[config.mk]
export PLATFORM = sky130hd
export DESIGN_NAME = rst_seq_ctrl
export DESIGN_NICKNAME = d
export VERILOG_FILES = /design/src/rtl/rst_seq_pkg.sv /design/src/rtl/rst_sync_release.sv /design/src/rtl/rst_seq_ctrl.sv
export SDC_FILE = /design/constraint.sdc
export NUM_CORES = 1
export LEC_CHECK = 0
export BUFFER_PORTS_ARGS = -buffer_cell sky130_fd_sc_hd__buf_2
export CORE_MARGIN = 3
export CORE_UTILIZATION = 50
export CTS_CLUSTER_SIZE = 25
export DETAILED_ROUTE_END_ITERATION = 10
export PLACE_DENSITY = 0.7
export SLEW_MARGIN = 20
export SYNTH_ARGS = -nofsm -noshare
export SYNTH_HDL_FRONTEND = slang
export SYNTH_HIERARCHICAL = 1
export SYNTH_SLANG_ARGS = --single-unit
[constraint.sdc]
create_clock -name clk_sys_i -period 2.2 [get_ports clk_sys_i]
set_input_delay 0.33 -clock clk_sys_i [delete_from_list [all_inputs] [get_ports clk_sys_i]]
set_output_delay 0.33 -clock clk_sys_i [all_outputs]
set_load 0.01 [all_outputs]
[src/rtl/rst_seq_pkg.sv]
// Shared types for the reset sequencer: FSM state encoding.
package rst_seq_pkg;

    typedef enum logic [1:0] {
        RstSeqHold    = 2'd0,
        RstSeqRelease = 2'd1,
        RstSeqDone    = 2'd2
    } rst_seq_state_e;

endpackage

[src/rtl/rst_sync_release.sv]
// Reset synchroniser: asserts asynchronously, releases after Stages clock edges.
module rst_sync_release #(
    parameter int unsigned Stages = 2
) (
    input  logic clk_i,
    input  logic rst_i,
    output logic released_o
);

    logic [Stages-1:0] chain_q;

    always_ff @(posedge clk_i or posedge rst_i) begin
        if (rst_i) begin
            chain_q <= '0;
        end else begin
            chain_q <= {chain_q[Stages-2:0], 1'b1};
        end
    end

    assign released_o = chain_q[Stages-1];

endmodule

[src/rtl/rst_seq_ctrl.sv]
// Reset sequencer: one raw reset in, NumDomains active-low domain resets out,
// released in ascending order with programmable spacing; supports masked software re-sequencing.
module rst_seq_ctrl
    import rst_seq_pkg::*;
#(
    parameter int unsigned            NumDomains = 3,
    parameter int unsigned            HoldCycles = 16,
    parameter int unsigned            StageDelay = 8,
    parameter int unsigned            SyncStages = 2,
    parameter int unsigned            CntWidth   = 8,
    parameter logic [NumDomains-1:0]  SwRstMask  = {NumDomains{1'b1}}
) (
    input  logic                              clk_sys_i,
    input  logic                              rst_sys_i,
    input  logic                              sw_rst_req_i,
    input  logic                              hold_i,
    output logic [NumDomains-1:0]             rst_no,
    output logic                              rst_done_o,
    output logic [$clog2(NumDomains+1)-1:0]   stage_o
);

    localparam int unsigned StageW = $clog2(NumDomains + 1);
    localparam logic [CntWidth-1:0] HoldLast  = CntWidth'(HoldCycles - 1);
    localparam logic [CntWidth-1:0] StageLast = CntWidth'(StageDelay - 1);
    localparam logic [StageW-1:0]   LastStage = StageW'(NumDomains - 1);

    if (NumDomains < 1 || NumDomains > 8) begin : g_bad_domains
        $error("rst_seq_ctrl: NumDomains must be 1..8");
    end
    if (HoldCycles < 1 || StageDelay < 1 || SyncStages < 2) begin : g_bad_timing
        $error("rst_seq_ctrl: HoldCycles/StageDelay must be >=1, SyncStages >=2");
    end
    if (HoldCycles >= (2 ** CntWidth) || StageDelay >= (2 ** CntWidth)) begin : g_bad_cnt
        $error("rst_seq_ctrl: CntWidth too small for HoldCycles/StageDelay");
    end

    rst_seq_state_e            state_q, state_d;
    logic [CntWidth-1:0]       cnt_q, cnt_d;
    logic [StageW-1:0]         stage_q, stage_d;
    logic [NumDomains-1:0]     rst_n_q, rst_n_d;
    logic                      released;

    rst_sync_release #(
        .Stages (SyncStages)
    ) u_sync (
        .clk_i      (clk_sys_i),
        .rst_i      (rst_sys_i),
        .released_o (released)
    );

    // Every slot releases its domain; a domain skipped by the software mask is
    // already high, so the write is a no-op but the slot's time still elapses.
    always_comb begin
        state_d = state_q;
        cnt_d   = cnt_q;
        stage_d = stage_q;
        rst_n_d = rst_n_q;
        unique case (state_q)
            RstSeqHold: begin
                if (!hold_i) begin
                    if (cnt_q == HoldLast) begin
                        state_d = RstSeqRelease;
                        cnt_d   = '0;
                        stage_d = '0;
                    end else begin
                        cnt_d = cnt_q + 1'b1;
                    end
                end
            end
            RstSeqRelease: begin
                if (cnt_q == StageLast) begin
                    cnt_d   = '0;
                    stage_d = stage_q + 1'b1;
                    for (int i = 0; i < NumDomains; i++) begin
                        if (stage_q == StageW'(i)) begin
                            rst_n_d[i] = 1'b1;
                        end
                    end
                    if (stage_q == LastStage) begin
                        state_d = RstSeqDone;
                    end
                end else begin
                    cnt_d = cnt_q + 1'b1;
                end
            end
            RstSeqDone: begin
                if (sw_rst_req_i) begin
                    state_d = RstSeqHold;
                    cnt_d   = '0;
                    stage_d = '0;
                    rst_n_d = rst_n_q & ~SwRstMask;
                end
            end
            default: begin
                state_d = RstSeqHold;
                cnt_d   = '0;
                stage_d = '0;
                rst_n_d = '0;
            end
        endcase
    end

    // The FSM stays frozen until the release synchroniser has shifted in a 1.
    always_ff @(posedge clk_sys_i or posedge rst_sys_i) begin
        if (rst_sys_i) begin
            state_q <= RstSeqHold;
            cnt_q   <= '0;
            stage_q <= '0;
            rst_n_q <= '0;
        end else if (released) begin
            state_q <= state_d;
            cnt_q   <= cnt_d;
            stage_q <= stage_d;
            rst_n_q <= rst_n_d;
        end
    end

    assign rst_no     = rst_n_q;
    assign rst_done_o = (state_q == RstSeqDone);
    assign stage_o    = stage_q;

endmodule

==> run_results.csv <==
group,metric,value,unit
floorplan,die_area,0.00244,mm²
synthesis,synthSimpleGateAreaFrac,22.6,%
global_route,grt_remaining_overflow,0,
min_path,hp-start,"sw_rst_req_i",
floorplan,die_h,49.4,µm
cells_and_area,finalInstanceArea,0.00103,mm²
global_route,grt_pass1_vias,710,
worst_setup_path,path_delay_family,"simple AND/OR/NAND/NOR gates",
worst_setup_path,crit_fanout,8,
run,drv_cap,0,
worst_setup_path,cp_num_buf_inv,0,
global_route,antenna_found_initial,0,
routing,finalWirelength,1890,µm
timing,finClkSkew,11.7,ps
global_route,grt_max_degree,16,
routing,via_count,768,
cells_and_area,antenna_cells,0,
worst_setup_path,r2r_cells,5,
placement,pre_cts_ws,490,ps
worst_setup_path,slowest_stage,"dfrtp_1",
placement,dpl.hpwl,1420,µm
synthesis,yosysTopAreaCellShare,45.2,%
clocking,htree_levels,1,
synthesis,async_flop_share,100,%
placement,place_area,995,µm²
worst_setup_path,critPathKind,"register to register",
worst_setup_path,critical-path-max-stage-delay,390,ps
pwr,powerDensity,770,mW/mm²
synthesis,synth_compound_area_share,18.0,%
worst_setup_path,r2r_end,"cnt_q[6]",
timing,setup-violations-final,0,
routing,antenna_left,0,
timing,fmax,574,MHz
worst_setup_path,worst_ep_arrival_time,1910,ps
worst_setup_path,r2r_start,"cnt_q[0]",
floorplan,die_w,49.4,µm
global_route,track_usage,17.6,%
timing,fin_ws,458,ps
routing,drtPass1Iterations,4,
synthesis,synth_warnings,6,
synthesis,synth_top_family_by_area,"simple AND/OR/NAND/NOR gates",
timing,min_period,1740,ps
synthesis,synthXorXnorAreaFrac,1.86,%
synthesis,avgSynthCellArea,9.60,µm²
synthesis,synth_fp_nets,106,
timing,tightestPinTransition,577,ps
worst_setup_path,crit_path_end_kind,"register",
floorplan,initial_core_util,53.9,%
synthesis,synthMuxAreaShare,1.06,%
clocking,cts_tree,"yes",
routing,drc,0,
min_path,hold_path_class,"primary input to register",
timing,slew_violations,0,
run_status,run_status,"complete, no violations",
worst_setup_path,timing.reg2reg.setup_slack,460,ps
routing,wl_per_cell,14.2,µm
clocking,cts_sinks,17,
cells_and_area,drive_gt1_share,17.6,%
timing,min_period_over_period,79.2,%
floorplan,io_pins,10,
floorplan,core,0.00175,mm²
min_path,worstHoldPathCells,4,
synthesis,synth_top_area_cell,"dfrtp_1",
timing,slew_headroom,61.5,%
clocking,cts.clk_slew.worst_paths,100,ps
routing,wl_met1,876,µm
cells_and_area,area_growth,9.71,%
routing,drtIter0Drc,18,
timing,rsz0062_at_grt,"false",
synthesis,synth.cell_area,941,µm²
synthesis,synth.ff_latch_count,17,
clocking,cts_made_buffers,3,
timing,fin_hold_ws,363,ps
placement,port_buffers,9,
synthesis,syn_inst,98,
timing,hold_viol_final,0,
routing,avgViaCountPerCell,5.77,
worst_setup_path,startpoint_type,"register",
synthesis,yosys-top-cells-area,"dfrtp_1 45%, ha_1 5.3%, nor2_1 4.0%, nand2_1 2.8%, a21oi_1 2.7%",
placement,finalWeightedCongestion,0.817,
clocking,clock_path_buffers,2,
synthesis,synth.distinct_cells,36,
worst_setup_path,path_cells,"ha_1, nand2_2, or3_1, a21o_1, a22o_1",
routing,highest_layer,"met4",
clocking,clk_latency,290,ps
synthesis,synth_edf_count,0,
synthesis,synth_fa_ha_area_share,5.32,%
synthesis,ys.flop_type,"dfrtp_1",
timing,tns,0,ps
routing,dr_wl_met2,841,µm
pwr,cellLeakagePower,0.459,nW
global_route,grt_pass1_wl,3290,µm
worst_setup_path,required,2370,ps
clocking,root_buffer,"clkbuf_4",
cells_and_area,nets,117,
routing,wl_met3,141,µm
floorplan,rows,15,
pwr,vdd.ir_drop.worst,0.559,mV
synthesis,ys_seq_area_share,45.2,%
min_path,hold-path-endpoint,"state_q[1]",
==> worst min-delay path, cell delays in order <==
cell	delay (ps)
buf_2	90
o21ai_0	90
nand2_1	70
o21ai_1	50
==> timing repair <==
item	CTS	global route
endpoints found under the hold margin	2	0
buffers inserted	0	0
resized for setup	0	0
hold buffers	1	0
==> sequential cells by signal, summed over array words and instances, names as in the netlist <==
name            cells
stage_o             2
cnt_q               8
rst_no              3
state_q             2
u_sync/chain_q      2
==> worst max path at each step <==
stage	startpoint	to	slack, ps	depth (start not counted)
after floorplan	cnt_q[0]	cnt_q[6]	620	6
after global placement	cnt_q[0]	cnt_q[6]	490	5
after detailed placement	cnt_q[0]	cnt_q[6]	490	5
after CTS	cnt_q[0]	cnt_q[6]	460	5
after global routing	cnt_q[0]	cnt_q[6]	290	5
final	cnt_q[0]	cnt_q[6]	460	5
==> synth_stat cells (2+ instances only) <==
master / count
a21oi_1: 5
buf_2: 2
buf_4: 2
dfrtp_1: 17
ha_1: 4
inv_1: 6
nand2_1: 7
nand3_1: 5
nand4_1: 4
nor2_1: 10
o21ai_0: 3
o21ai_1: 3
o22ai_1: 2
o31ai_1: 3
or3_1: 3
xor2_1: 2
==> where the power goes <==
| group | switching, mW | internal (mW) | total [mW] |
|---|---|---|---|
| clock network | 0.0948 | 0.0674 | 0.162 |
| registers | 0.0872 | 0.368 | 0.456 |
| logic | 0.0973 | 0.0793 | 0.177 |
==> layer usage <==
layer,track usage (%),vias to the layer above
met5,0,-
met4,6.91,0
met3,2.75,4
met2,26.6,35
met1,25.1,361
li1,-,368
==> area by class of cell <==
cell class                      instances  area, µm²
Tap cell                               25       31.3
Multi-Input combinational cell         70        463
Sequential cell                        17        425
Clock buffer                            3       22.5
Inverter                                6       22.5
Clock inverter                          1       5.00
Timing Repair Buffer                   11       62.6
Fill cell                             149        713
==> logic make-up after synthesis <==
group / after synthesis
buf+inv: 11
simple gates: 38
flops: 17
fa+ha+maj: 4
mux: 1
other cells: 1
compound gates: 24
xor+xnor: 2
==> per-stage QoR <==
| step | std cells | power [mW] | utilization, % |
|---|---|---|---|
| 2_1_floorplan | 98 | 0.599 | - |
| 3_3_place_gp | 128 | 0.629 | 57.0 |
| 3_5_place_dp | 128 | 0.635 | 57.0 |
| 4_1_cts | 133 | 0.801 | 59.1 |
| 5_1_grt | 133 | 0.863 | 59.1 |
| 6_report | 133 | 0.794 | 59.1 |
==> cell usage in the layout, fill, tap and decap left out, types with 2 or more instances in the layout <==
cell / synthesis / layout
o21ai_1: 3 / 3
nor2_1: 10 / 10
clkbuf_4: 0 / 3
nand4_1: 4 / 4
xor2_1: 2 / 2
nand2_1: 7 / 7
nand3_1: 5 / 5
or3_1: 3 / 3
o31ai_1: 3 / 3
buf_2: 2 / 9
a21oi_1: 5 / 5
inv_1: 6 / 6
o21ai_0: 3 / 3
o22ai_1: 2 / 2
ha_1: 4 / 4
dfrtp_1: 17 / 17
Power figures use the tool's default switching activity.
